==> src/rtl/lfsr_step_sched.sv <==
// -----------------------------------------------------------------------------
// lfsr_step_sched
//
// Command-driven sequencer around an 8-bit XNOR up/down LFSR. One command is
// taken at a time: LOAD a seed, or STEP the register N positions forward (up)
// or backward (down), one position per clock, freezing while pause is high.
// Target-value hits are counted during a run. The final state and the hit
// count are returned on a valid/ready response channel.
//
// Handshakes: a transfer happens on a rising clk edge where valid && ready
// are both high. The sender holds its payload stable while valid && !ready.
// cmd_ready is a combinational function of state and reset only; rsp_valid is
// a function of state only, so neither depends on the partner's signal.
//
// Ports:
//   clk        rising-edge clock
//   reset      synchronous, active-low reset
//   cmd_valid  command offered
//   cmd_ready  block can accept a command (IDLE and reset released)
//   cmd_op     0=LOAD, 1=STEP_UP, 2=STEP_DOWN, 3=reserved (STEP of 0)
//   cmd_arg    LOAD: seed value; STEP: step count N (0 legal)
//   pause      freezes stepping while high
//   rsp_valid  response available
//   rsp_ready  response consumed
//   rsp_data   LFSR state at end of command (0 when no response is offered)
//   rsp_hits   saturating target-hit count (0 when no response is offered)
//   lfsr_q     live registered LFSR state
//   busy       high in RUN or RESP
//   dbg_state  current FSM state (0=IDLE, 1=RUN, 2=RESP)
// -----------------------------------------------------------------------------
module lfsr_step_sched #(
   parameter int HIT_W = 8
) (
   input  logic             clk,
   input  logic             reset,
   input  logic             cmd_valid,
   output logic             cmd_ready,
   input  logic [1:0]       cmd_op,
   input  logic [7:0]       cmd_arg,
   input  logic             pause,
   output logic             rsp_valid,
   input  logic             rsp_ready,
   output logic [7:0]       rsp_data,
   output logic [HIT_W-1:0] rsp_hits,
   output logic [7:0]       lfsr_q,
   output logic             busy,
   output logic [1:0]       dbg_state
);

   typedef enum logic [1:0] {
      ST_IDLE = 2'd0,
      ST_RUN  = 2'd1,
      ST_RESP = 2'd2
   } state_t;

   localparam logic [1:0]       OP_LOAD = 2'd0;
   localparam logic [1:0]       OP_UP   = 2'd1;
   localparam logic [1:0]       OP_DOWN = 2'd2;
   localparam logic [HIT_W-1:0] HIT_MAX = {HIT_W{1'b1}};

   state_t           r_state;
   state_t           w_state_nxt;
   logic [7:0]       r_lfsr;
   logic [7:0]       r_rem;
   logic             r_down;
   logic [HIT_W-1:0] r_hits;

   logic             w_accept;
   logic             w_is_step;
   logic             w_step;
   logic             w_last;
   logic [7:0]       w_up;
   logic [7:0]       w_dn;
   logic [7:0]       w_next;
   logic [7:0]       w_target;

   // Up shifts right feeding the XNOR of taps 0x63 into bit 7; down shifts
   // left feeding taps 0xB1 into bit 0, which exactly undoes the up step.
   assign w_up     = {~^(r_lfsr & 8'h63), r_lfsr[7:1]};
   assign w_dn     = {r_lfsr[6:0], ~^(r_lfsr & 8'hB1)};
   assign w_next   = r_down ? w_dn : w_up;
   assign w_target = r_down ? 8'h80 : 8'h01;

   // Reserved op and zero-length steps skip RUN entirely.
   assign w_is_step = ((cmd_op == OP_UP) || (cmd_op == OP_DOWN)) && (cmd_arg != 8'd0);
   assign w_step    = (r_state == ST_RUN) && !pause;
   assign w_last    = w_step && (r_rem == 8'd1);

   always_comb begin
      w_state_nxt = r_state;
      cmd_ready   = 1'b0;
      rsp_valid   = 1'b0;
      busy        = 1'b0;
      w_accept    = 1'b0;
      case (r_state)
         ST_IDLE: begin
            cmd_ready = reset;
            w_accept  = cmd_valid && reset;
            if (w_accept) begin
               w_state_nxt = w_is_step ? ST_RUN : ST_RESP;
            end
         end
         ST_RUN: begin
            busy = 1'b1;
            if (w_last) begin
               w_state_nxt = ST_RESP;
            end
         end
         ST_RESP: begin
            busy      = 1'b1;
            rsp_valid = 1'b1;
            if (rsp_ready) begin
               w_state_nxt = ST_IDLE;
            end
         end
         default: w_state_nxt = ST_IDLE;
      endcase
   end

   always_ff @(posedge clk) begin
      if (!reset) begin
         r_state <= ST_IDLE;
         r_lfsr  <= 8'h00;
         r_rem   <= 8'd0;
         r_down  <= 1'b0;
         r_hits  <= '0;
      end else begin
         r_state <= w_state_nxt;
         if (w_accept) begin
            r_hits <= '0;
            r_down <= (cmd_op == OP_DOWN);
            if (cmd_op == OP_LOAD) begin
               r_lfsr <= cmd_arg;
            end
            if (w_is_step) begin
               r_rem <= cmd_arg;
            end
         end else if (w_step) begin
            r_lfsr <= w_next;
            r_rem  <= r_rem - 8'd1;
            // A hit is judged on the post-step value.
            if ((w_next == w_target) && (r_hits != HIT_MAX)) begin
               r_hits <= r_hits + 1'b1;
            end
         end
      end
   end

   assign rsp_data  = rsp_valid ? r_lfsr : 8'h00;
   assign rsp_hits  = rsp_valid ? r_hits : '0;
   assign lfsr_q    = r_lfsr;
   assign dbg_state = r_state;

endmodule

==> config.mk <==
export PLATFORM = sky130hd
export DESIGN_NAME = lfsr_step_sched
export DESIGN_NICKNAME = d
export VERILOG_FILES = /design/src/rtl/lfsr_step_sched.sv
export SDC_FILE = /design/constraint.sdc
export NUM_CORES = 1
export LEC_CHECK = 0
export CELL_PAD_IN_SITES_DETAIL_PLACEMENT = 1
export CELL_PAD_IN_SITES_GLOBAL_PLACEMENT = 1
export CORE_MARGIN = 1
export CORE_UTILIZATION = 39
export DETAILED_ROUTE_END_ITERATION = 6
export MAX_ROUTING_LAYER = met4
export PLACE_DENSITY = 0.91
export SLEW_MARGIN = 5
export SYNTH_ARGS = -nofsm -noshare
export SYNTH_HDL_FRONTEND = slang
export SYNTH_SLANG_ARGS = --single-unit
==> constraint.sdc <==
create_clock -name clk -period 3.8 [get_ports clk]
set_input_delay 0.76 -clock clk [delete_from_list [all_inputs] [get_ports clk]]
set_output_delay 0.76 -clock clk [all_outputs]
set_load 0.01 [all_outputs]
==> metrics.md, run 1 <==
| Metric | Value |
|---|---|
| Met1 usage | `0.308` |
| Drt pass-1 iters | `4` |
| Fillers | `568` |
| Postcts setup bufs | `0` |
| Worst r2r path cells | `8` |
| Longest Clk Path Bufs | `2` |
| Placed wire-length estimate | `slightly above 4000 um` |
| Final hold viol count | `0` |
| IO buf count | `43` |
| F_max | `342 MHz` |
| Net count of the finished layout | `approximately 300` |
| Die width | `around 71 um` |
| CTS tree | `built` |
| Max_cap viols | `0` |
| I/O pin cnt | `44` |
| Chip Height | `70.9 um` |
| Syn avg cell area | `7.75 um^2` |
| Register area share after synthesis | `0.292` |
| Count leader, synth | `nand2_1` |
| Clock Latency Late Sink | `290 ps` |
| Die area | `0.00503 mm^2` |
| Area contributors post-synth | `dfxtp_1 (29%), a21oi_1 (6.8%), nand2_1 (6.7%)` |
| Crit end category | `output port` |
| Iter 0 DRT Violations | `133` |
| Area of the multi-input gates | `between 0.001 and 0.0015 mm^2` |
| Net count after synthesis | `262` |
| Hold depth | `2` |
| Outcome | `completed` |
| Most used cell, CP | `clkdlybuf4s50_1` |
| RD Place Congestion | `around 0.86` |
| Largest net degree at the start of global routing | `19` |
| First-pass GRT wire length | `9100 um` |
| Slew Limit Headroom | `0.589` |
| H-tree Lvls | `1` |
| Synth warnings | `0` |
| CP Data Required Time | `3040 ps` |
| Yosys reg bits | `27` |
| Distinct cells, synth | `51` |
| Mapped Cells | `239` |
| Leakage | `0.843 nW` |
| Layout area overhead | `26.9%` |
| Placeable Area | `0.00444 mm^2` |
| Share of cells above drive strength 1 | `0.0545` |
| Top delay family on crit path | `buffers and inverters` |
| Tcrit/Tclk final | `0.769` |
| Top cells by count, synth | `nand2_1 (33), dfxtp_1 (27), a21oi_1 (25)` |
| Crit path DAT | `2160 ps` |
| Worst-path cell with the longest stage delay | `clkdlybuf4s50_1` |
| Ys flop type | `dfxtp_1` |
| Final Core Density | `0.529` |
| Hold WS | `495 ps` |
| Clock sinks | `27` |
| Hold crit path type | `register to register` |
| Initial antenna violation count | `0` |
| Minimum clock period | `2920 ps` |
| CP Class | `primary input to output port` |
| Critical path fanouts, max | `18` |
| Initial core utilization | `0.417` |
| CP Launch Type | `primary input` |
| Reg area | `between 500 and 600 um^2` |
| Vias in the first global route | `1823` |
| Busiest grt layer | `met2` |
| Gr usage total | `0.236` |
| Fin Setup TNS | `0 ps` |
| GR Util met2 | `0.394` |
| Hold Buf Count CTS | `0` |
| Pwr/cell area | `479 mW/mm^2` |
| Root buf cell | `clkbuf_8` |
| EDFF count, synth | `0` |
| Largest area contributor in the netlist | `dfxtp_1` |
| Final global-route overflow total | `0` |
| Share of flip-flops with an asynchronous set or reset | `0` |
| Actual slew at the worst max-slew pin | `616 ps` |
| Post-CTS Resized | `0` |
| Vias | `1849` |
| Reg clk slew, reported paths | `100 ps` |
| Met3 track utilization from global routing | `0.0228` |
| Crit path buf inv count | `3` |
| Slew Limit Fails | `0` |
| Site Rows | `24` |
| Worst Skew | `5.39 ps` |
| Remaining antenna violation count | `0` |
| DR WL/cell | `16.2 um` |
| Critical Path Stages | `4` |
| RSZ-0062 raised after global routing | `false` |
| Maximum vdd drop | `0.204 mV` |
| DR DRC count | `0` |
| Max incr delay on CP | `530 ps` |
| WL final | `~5300 um` |
| Share of the synthesized area in the top cell type | `0.292` |
| Antenna fix cells | `0` |
| Post-Syn Area | `0.00185 mm^2` |
| CP cell instances | `clkdlybuf4s50_1 -> buf_4 -> and2_1 -> clkdlybuf4s50_1` |
| Setup Viol. Count Final | `0` |
| Via density | `5.65` |
| Total CTS buffers | `3` |
==> cell type report <==
class	instances	area share
multi-input combinational	188	0.513
sequential	27	0.230
timing repair buffer	46	0.193
tap	52	0.0277
clock buffer	3	0.0176
inverter	10	0.0160
clock inverter	1	0.00319
==> per-layer routing <==
layer / part of all wire / wire, um
met1: 0.46 / 2430
met2: 0.49 / 2610
met3: 0.037 / 195
met4: 0.014 / 73
met5: 0 / 0
==> flip-flops by register name (all words and copies together), names as in the netlist <==
signal	count
r_rem	8
dbg_state	2
lfsr_q	8
r_hits	8
r_down	1
==> cell usage in the layout, fill, tap and decap left out, types with 5 or more instances in the layout <==
| cell type | n |
|---|---|
| clkdlybuf4s50_1 | 43 |
| nand2_1 | 33 |
| dfxtp_1 | 27 |
| a21oi_1 | 25 |
| nor2_1 | 19 |
| and2_1 | 16 |
| nand3_1 | 14 |
| inv_1 | 10 |
| ha_1 | 8 |
| xnor2_1 | 6 |
| or3_1 | 5 |
==> kinds of logic (layout without fill, tap and decap cells) <==
family          Yosys count  after routing  share of synthesized area
mux                       9              9                     0.0547
fa+ha+maj                 8              8                     0.0541
buf+inv                  24             60                     0.0574
flops                    27             27                      0.292
xor+xnor                  7              7                     0.0405
compound gates           55             55                      0.191
simple gates            109            109                      0.311
==> metrics by stage <==
step | std cells | total power [mW] | setup WS (ps) | cell area, um^2
2_1_floorplan | 239 | 0.749 | 1670 | 1850
3_3_place_gp | 323 | 0.921 | 909 | 2300
3_5_place_dp | 323 | 0.951 | 807 | 2300
4_1_cts | 327 | 1.13 | 877 | 2350
5_1_grt | 327 | 1.21 | 826 | 2350
6_report | 327 | 1.13 | 876 | 2350
==> path summary, 6_finish.rpt <==
kind                                   to  slack (ps)         start
worst max-delay path            cmd_ready         880         reset
worst min-delay path             r_rem[7]         490      r_rem[7]
worst max register to register   r_rem[6]        1400  dbg_state[0]
worst min register to register   r_rem[7]         490      r_rem[7]
==> worst reg2reg max path, stage by stage (launching register included) <==
cell and delay [ps]:
dfxtp_1 350, inv_1 80, ha_1 270, and3_1 590, nor2_1 170, a21oi_1 350
buf_4 240, a21oi_1 60, o21a_1 190
==> power breakdown <==
| part | switching [mW] | total, mW | internal [mW] | leakage [nW] |
|---|---|---|---|---|
| sequential | 0.0514 | 0.376 | 0.325 | 0.219 |
| clock | 0.106 | 0.181 | 0.0749 | 0.0217 |
| combinational | 0.309 | 0.568 | 0.259 | 0.602 |
| total | 0.467 | 1.13 | 0.659 | 0.843 |
(Power assumes the default switching activity.)
==> inputs of run 2 (changes only) <==
CORE_UTILIZATION = 32   (was 39)
PLACE_DENSITY = 0.8   (was 0.91)
clock period = 2.64 ns   (was 3.8 ns; I/O delays follow)
==> run 2 against run 1 <==
Count of clock-buffer cells in the layout increased by 1. Critical path type is now register to output port. Core utilization is 8.9 points lower. Largest power group unchanged. Via count up 2.4%. Flip-flop and latch count is the same. Power grew 43%. Register-to-register slack got worse by 980 ps. Sequential share of layout area is 0.79 points lower. First-iteration DRC count decreased by 52%. Cell count grew 8.6%. Critical endpoint is now rsp_data[1]. Clock power rose by 36%.
==> metrics.md, run 2 (synthesized netlist as in run 1, its figures left out) <==
| Metric | Value |
|---|---|
| Layout area overhead | `31.4%` |
| Vias in the first global route | `1892 (+3.8%)` |
| DR WL/cell | `14.7 um (-9.6%)` |
| Initial antenna violation count | `0 (unchanged)` |
| Die area | `0.00609 mm^2 (+21%)` |
| H-tree Lvls | `1 (unchanged)` |
| Hold crit path type | `register to register` |
| IO buf count | `43 (unchanged)` |
| Worst-path cell with the longest stage delay | `clkdlybuf4s50_1` |
| Fillers | `689 (+21%)` |
| Area after DPL | `0.00239 mm^2 (+3.7%)` |
| Combinational share of power | `0.514 (+0.009)` |
| Minimum clock period | `2320 ps` |
| Net count of the finished layout | `307 (+2.7%)` |
| Design internal power | `0.978 mW (+48%)` |
| Maximum vdd drop | `0.310 mV (+52%)` |
| I/O pin cnt | `44 (unchanged)` |
| WL final | `5210 um (-1.9%)` |
| Drt pass-1 iters | `4 (unchanged)` |
| Clk pwr share | `0.152 (-0.009)` |
| Initial core utilization | `0.334 (-0.0824)` |
| Postcts setup bufs | `0 (unchanged)` |
| Slew Limit Fails | `0 (unchanged)` |
| Reg clk slew, reported paths | `100 ps (about the same)` |
| Via density | `5.34 (-5.6%)` |
| Total CTS buffers | `3 (unchanged)` |
| Hold Buf Count CTS | `0 (unchanged)` |
| RD Place Congestion | `0.885 (+2.6%)` |
| Switching share of power | `0.395 (-0.0199)` |
| DR DRC count | `0 (unchanged)` |
| Actual slew at the worst max-slew pin | `539 ps (-77.3 ps)` |
| Placeable Area | `0.00554 mm^2 (+25%)` |
| Pwr/cell area | `664 mW/mm^2 (+39%)` |
| Worst Skew | `8.93 ps (+3.54 ps)` |
| Most common cell after layout, fill and taps aside | `clkdlybuf4s50_1` |
| Iter 0 DRT Violations | `64 (-52%)` |
| Max incr delay on CP | `540 ps (about the same)` |
| Longest Clk Path Bufs | `2 (unchanged)` |
| Fin area | `0.00243 mm^2 (+3.6%)` |
| Crit path DAT | `1790 ps (-370 ps)` |
| Flop pwr share | `0.334 (about the same)` |
| Vias | `1894 (+2.4%)` |
| Critical path fanouts, max | `18 (unchanged)` |
| Gr usage total | `0.189 (-0.0477)` |
| Reg area | `541 um^2 (unchanged)` |
| NetSw | `0.638 mW (+37%)` |
| First-pass GRT wire length | `9000 um (-1.1%)` |
| Chip Height | `78.1 um (+10%)` |
| Final global-route overflow total | `0 (unchanged)` |
| Fin Setup TNS | `0 ps (unchanged)` |
| Area of the multi-input gates | `0.00121 mm^2 (+0.21%)` |
| Clock Latency Late Sink | `280 ps (about the same)` |
| Slew Limit Headroom | `0.637 (+0.0482)` |
| Max_cap viols | `0 (unchanged)` |
| Commonest cells after routing, fill and taps aside | `clkdlybuf4s50_1 (43), nand2_1 (33), dfxtp_1 (27), a21oi_1 (25), nor2_1 (19)` |
| RSZ-0062 raised after global routing | `false` |
| Post-CTS Resized | `0 (unchanged)` |
| F_max | `roughly 430 MHz` |
| Outcome | `completed` |
| Placed wire-length estimate | `4020 um (-0.72%)` |
| Share of cells above drive strength 1 | `0.0813 (+0.0267)` |
| CP Class | `register to output port` |
| Root buf cell | `clkbuf_8` |
| Site Rows | `27 (+13%)` |
| Setup Viol. Count Final | `0 (unchanged)` |
| Final hold viol count | `0 (unchanged)` |
| Largest net degree at the start of global routing | `19 (unchanged)` |
| Crit end category | `output port` |
| Remaining antenna violation count | `0 (unchanged)` |
| CP cell instances | `inv_1 -> ha_2 -> and2_1 -> clkdlybuf4s50_1` |
| CP Data Required Time | `2110 ps (-930 ps)` |
| CP Launch Type | `register` |
| Leakage | `0.881 nW (+4.5%)` |
| Die width | `78.1 um (+10%)` |
| CTS tree | `built` |
| Clock sinks | `27 (unchanged)` |
| Antenna fix cells | `0 (unchanged)` |
| Tcrit/Tclk final | `0.878` |
## run 2: changes by cell type in the layout (fill, tap and decap cells not counted)
cell and change:
buf_4 +8, clkbuf_1 +1, clkinvlp_4 -1, ha_1 -1
ha_2 +1
## run 2: critical path: cells and delay by family (launching register included)
kind / cells / cell delay (ps)
buf+inv: 2 / 630
flops: 1 / 350
fa+ha+maj: 1 / 350
simple gates: 1 / 190
## run 2: stage by stage
step / total power [mW] / hold WS, ps / setup WS [ps] / utilization / cells
after floorplan: 1.08 / 451 / 769 / - / 239
after global placement: 1.36 / 473 / 200 / 0.431 / 351
after detailed placement: 1.38 / 480 / 112 / 0.431 / 351
after CTS: 1.63 / 496 / 136 / 0.439 / 355
after global routing: 1.76 / 530 / 141 / 0.439 / 355
final: 1.62 / 493 / 321 / 0.439 / 355
## run 2: final timing paths
path | slack, ps | depth (start not counted) | endpoint | start
max | 320 | 4 | rsp_data[1] | dbg_state[0]
min | 490 | 2 | r_rem[5] | r_rem[5]
max reg2reg | 420 | 5 | r_hits[7] | r_down
min reg2reg | 490 | 2 | r_rem[5] | r_rem[5]
## run 2: power groups by stage
stage	Combinational, mW	Sequential (mW)	Clock [mW]
after floorplan	0.544	0.535	0
after global placement	0.818	0.546	0
after detailed placement	0.833	0.549	0
after CTS	0.837	0.540	0.257
after global routing	0.931	0.552	0.275
final	0.831	0.539	0.246
## run 2: area by class of cell
cell class              instances  share of cell area
repair buffers                 54               0.211
multi-input cells             188               0.496
well taps                      72              0.0370
flip-flops and latches         27               0.222
clock buffers                   4              0.0185
inverters                      10              0.0154
## run 2: metal layers
layer	vias up	routed length (um)	GRT usage
met1	915	2500	0.237
met4	0	34	0.0333
li1	927	-	-
met5	-	0	-
met2	48	2470	0.320
met3	4	208	0.0337
==> inputs of run 3 (changes only) <==
ABC_AREA = 1   (was default)
PLACE_DENSITY = 0.81   (was 0.8)
==> run 3 against run 2 <==
Non-clock buffer count down 6. Synthesized cell count increased by 37%. Maximum frequency down 1.4%. Power is 28% higher. Core utilization decreased by 2.1 points. Register-to-register slack better by 330 ps. Combinational power is 50% higher. Critical path depth is 2 higher. Highest routed layer unchanged.
==> metrics.md, run 3 <==
| Metric | Value |
|---|---|
| Outcome | `completed` |
| Drt pass-1 iters | `4 (unchanged)` |
| Hold crit path type | `register to register` |
| Largest area contributor in the netlist | `dfxtp_1` |
| GR Util met2 | `0.371 (+0.0511)` |
| Vias | `2184 (+15%)` |
| Crit end category | `output port` |
| Maximum vdd drop | `0.541 mV (+74%)` |
| Final hold viol count | `0 (unchanged)` |
| Tcrit/Tclk final | `0.891 (+0.0129)` |
| Worst r2r src | `dbg_state[0]` |
| Fin Setup TNS | `0 ps (unchanged)` |
| Iter 0 DRT Violations | `47 (-27%)` |
| Design internal power | `1.08 mW (+10%)` |
| Minimum clock period | `2350 ps (+34.1 ps)` |
| Share of flip-flops with an asynchronous set or reset | `0 (unchanged)` |
| RSZ-0062 raised after global routing | `false` |
| NetSw | `0.996 mW (+56%)` |
| Placed cells | `444 (+26%)` |
| DR WL/cell | `13.5 um (-8.0%)` |
| Slew Limit Fails | `0 (unchanged)` |
| Fillers | `866 (+26%)` |
| Chip Height | `82.7 um (+6.0%)` |
| Vias in the first global route | `2225 (+18%)` |
| CP Launch Type | `register` |
| Leakage | `1.23 nW (+40%)` |
| WL final | `6050 um (+16%)` |
| Slew Limit Headroom | `0.616 (-0.0214)` |
| EDFF count, synth | `0 (unchanged)` |
| CTS tree | `built` |
| F_max | `425 MHz (-1.4%)` |
| Max_cap viols | `0 (unchanged)` |
| Remaining antenna violation count | `0 (unchanged)` |
| CP Data Required Time | `2110 ps (about the same)` |
| RD Place Congestion | `0.792 (-11%)` |
| Share of the synthesized area in the top cell type | `0.259 (-0.0327)` |
| Hold Buf Count CTS | `0 (unchanged)` |
| Root buf cell | `clkbuf_8` |
| Critical path fanouts, max | `17 (-1)` |
| Top cells by count, synth | `nand2_1 (85), inv_1 (47), nor2_1 (33)` |
| Total CTS buffers | `3 (unchanged)` |
| Initial core utilization | `0.330 (-0.00388)` |
| Die width | `82.7 um (+6.0%)` |
| Post-CTS Resized | `0 (unchanged)` |
| Crit path launch | `dbg_state[0]` |
| Gr usage total | `0.204 (+0.0156)` |
| Met1 usage | `0.239 (+0.00205)` |
| Actual slew at the worst max-slew pin | `575 ps (+36.3 ps)` |
| Net count of the finished layout | `395 (+29%)` |
| Pwr/cell area | `784 mW/mm^2 (+18%)` |
| Final global-route overflow total | `0 (unchanged)` |
| Final Core Density | `0.419 (-0.0205)` |
| Clk pwr share | `0.115 (-0.037)` |
| Combinational share of power | `0.604 (+0.090)` |
| Longest Clk Path Bufs | `2 (unchanged)` |
| I/O pin cnt | `44 (unchanged)` |
| Net count after synthesis | `351 (+34%)` |
| Via density | `4.88 (-8.6%)` |
| Postcts setup bufs | `0 (unchanged)` |
| Crit path DAT | `1830 ps (+40 ps)` |
| DR DRC count | `0 (unchanged)` |
| Area contributors post-synth | `dfxtp_1 (26%), nand2_1 (15%), inv_1 (8.5%)` |
| IO buf count | `43 (unchanged)` |
| First-pass GRT wire length | `10300 um (+14%)` |
| Site Rows | `29 (+7.4%)` |
| Die area | `0.00685 mm^2 (+12%)` |
| Ys flop type | `dfxtp_1` |
| Count leader, synth | `nand2_1` |
| Clock sinks | `27 (unchanged)` |
| Yosys reg bits | `27 (unchanged)` |
| Layout area overhead | `26.8%` |
| Distinct cells, synth | `33 (-35%)` |
| Reg clk slew, reported paths | `100 ps (about the same)` |
| Synth warnings | `0 (unchanged)` |
| Register area share after synthesis | `0.259 (-0.0327)` |
| Clock Latency Late Sink | `270 ps (about the same)` |
| Antenna fix cells | `0 (unchanged)` |
| Worst Min Path Start | `r_rem[1]` |
| Busiest grt layer | `met2` |
| Mapped Cells | `328 (+37%)` |
| Worst Skew | `6.74 ps (-2.19 ps)` |
| Met3 track utilization from global routing | `0.0231 (-0.0106)` |
| Placed wire-length estimate | `4870 um (+21%)` |
| Largest net degree at the start of global routing | `19 (unchanged)` |
| Commonest cells after routing, fill and taps aside | `nand2_1 (85), inv_1 (47), clkdlybuf4s50_1 (43), nor2_1 (33), dfxtp_1 (27)` |
| Flop pwr share | `0.281 (-0.053)` |
| CP Class | `register to output port` |
| H-tree Lvls | `1 (unchanged)` |
| Switching share of power | `0.481 (+0.0858)` |
| Setup Viol. Count Final | `0 (unchanged)` |
| Placeable Area | `0.00631 mm^2 (+14%)` |
| Initial antenna violation count | `0 (unchanged)` |
| Most common cell after layout, fill and taps aside | `nand2_1` |
| Non-Filler Instances | `448 (+26%)` |
| Syn avg cell area | `6.36 um^2 (-18%)` |
| Post-Syn Area | `0.00209 mm^2 (+13%)` |
| Share of cells above drive strength 1 | `0.108 (+0.0265)` |
run 3: cell families after synthesis:
| logic type | share of synthesized area |
|---|---|
| AND/OR/NAND/NOR | 0.405 |
| flip-flops | 0.259 |
| AO/OA/AOI/OAI | 0.129 |
| buffers and inverters | 0.125 |
| XOR/XNOR | 0.0336 |
| adder cells (fa/ha/maj) | 0.0480 |
run 3: metal layers:
metal / routed length (um) / up-vias
met3: 133 / 2
met2: 3140 / 32
met5: 0 / -
li1: - / 1116
met4: 35 / 0
met1: 2740 / 1034
run 3: path summary, 6_finish.rpt:
check	endpoint	slack, ps	cells past startpoint
setup / recovery	rsp_data[7]	290	6
hold / removal	r_rem[1]	510	2
setup reg to reg	r_rem[2]	750	10
hold reg to reg	r_rem[1]	510	2
run 3: through the flow:
stage	cell area, um^2	total power, mW	hold slack [ps]	setup slack [ps]
CTS	2640	2.10	516	247
global placement	2600	1.81	489	405
floorplan	2090	1.44	462	784
finish	2640	2.07	513	287
detailed placement	2600	1.86	492	365
global route	2640	2.28	531	143
run 3: layout make-up:
cell class / instances / area [um^2] / share of cell area
Inverter: 54 / 210 / 0.0795
Sequential cell: 27 / 541 / 0.204
Multi-Input combinational cell: 238 / 1280 / 0.486
Tap cell: 77 / 96.3 / 0.0364
Timing Repair Buffer: 48 / 468 / 0.177
Clock buffer: 4 / 45.0 / 0.0170
run 3: worst max-delay path: stages (launching register included):
cell	delay, ps
dfxtp_1	360
inv_1	90
ha_1	170
buf_4	240
nand2_1	100
inv_1	70
clkdlybuf4s50_1	520
run 3: power by group through the flow:
stage               combinational [mW]  clock [mW]  sequential (mW)
floorplan                        0.861           0            0.576
global placement                  1.22           0            0.587
detailed placement                1.26           0            0.592
CTS                               1.27       0.247            0.583
global route                      1.42       0.266            0.596
finish                            1.25       0.238            0.582
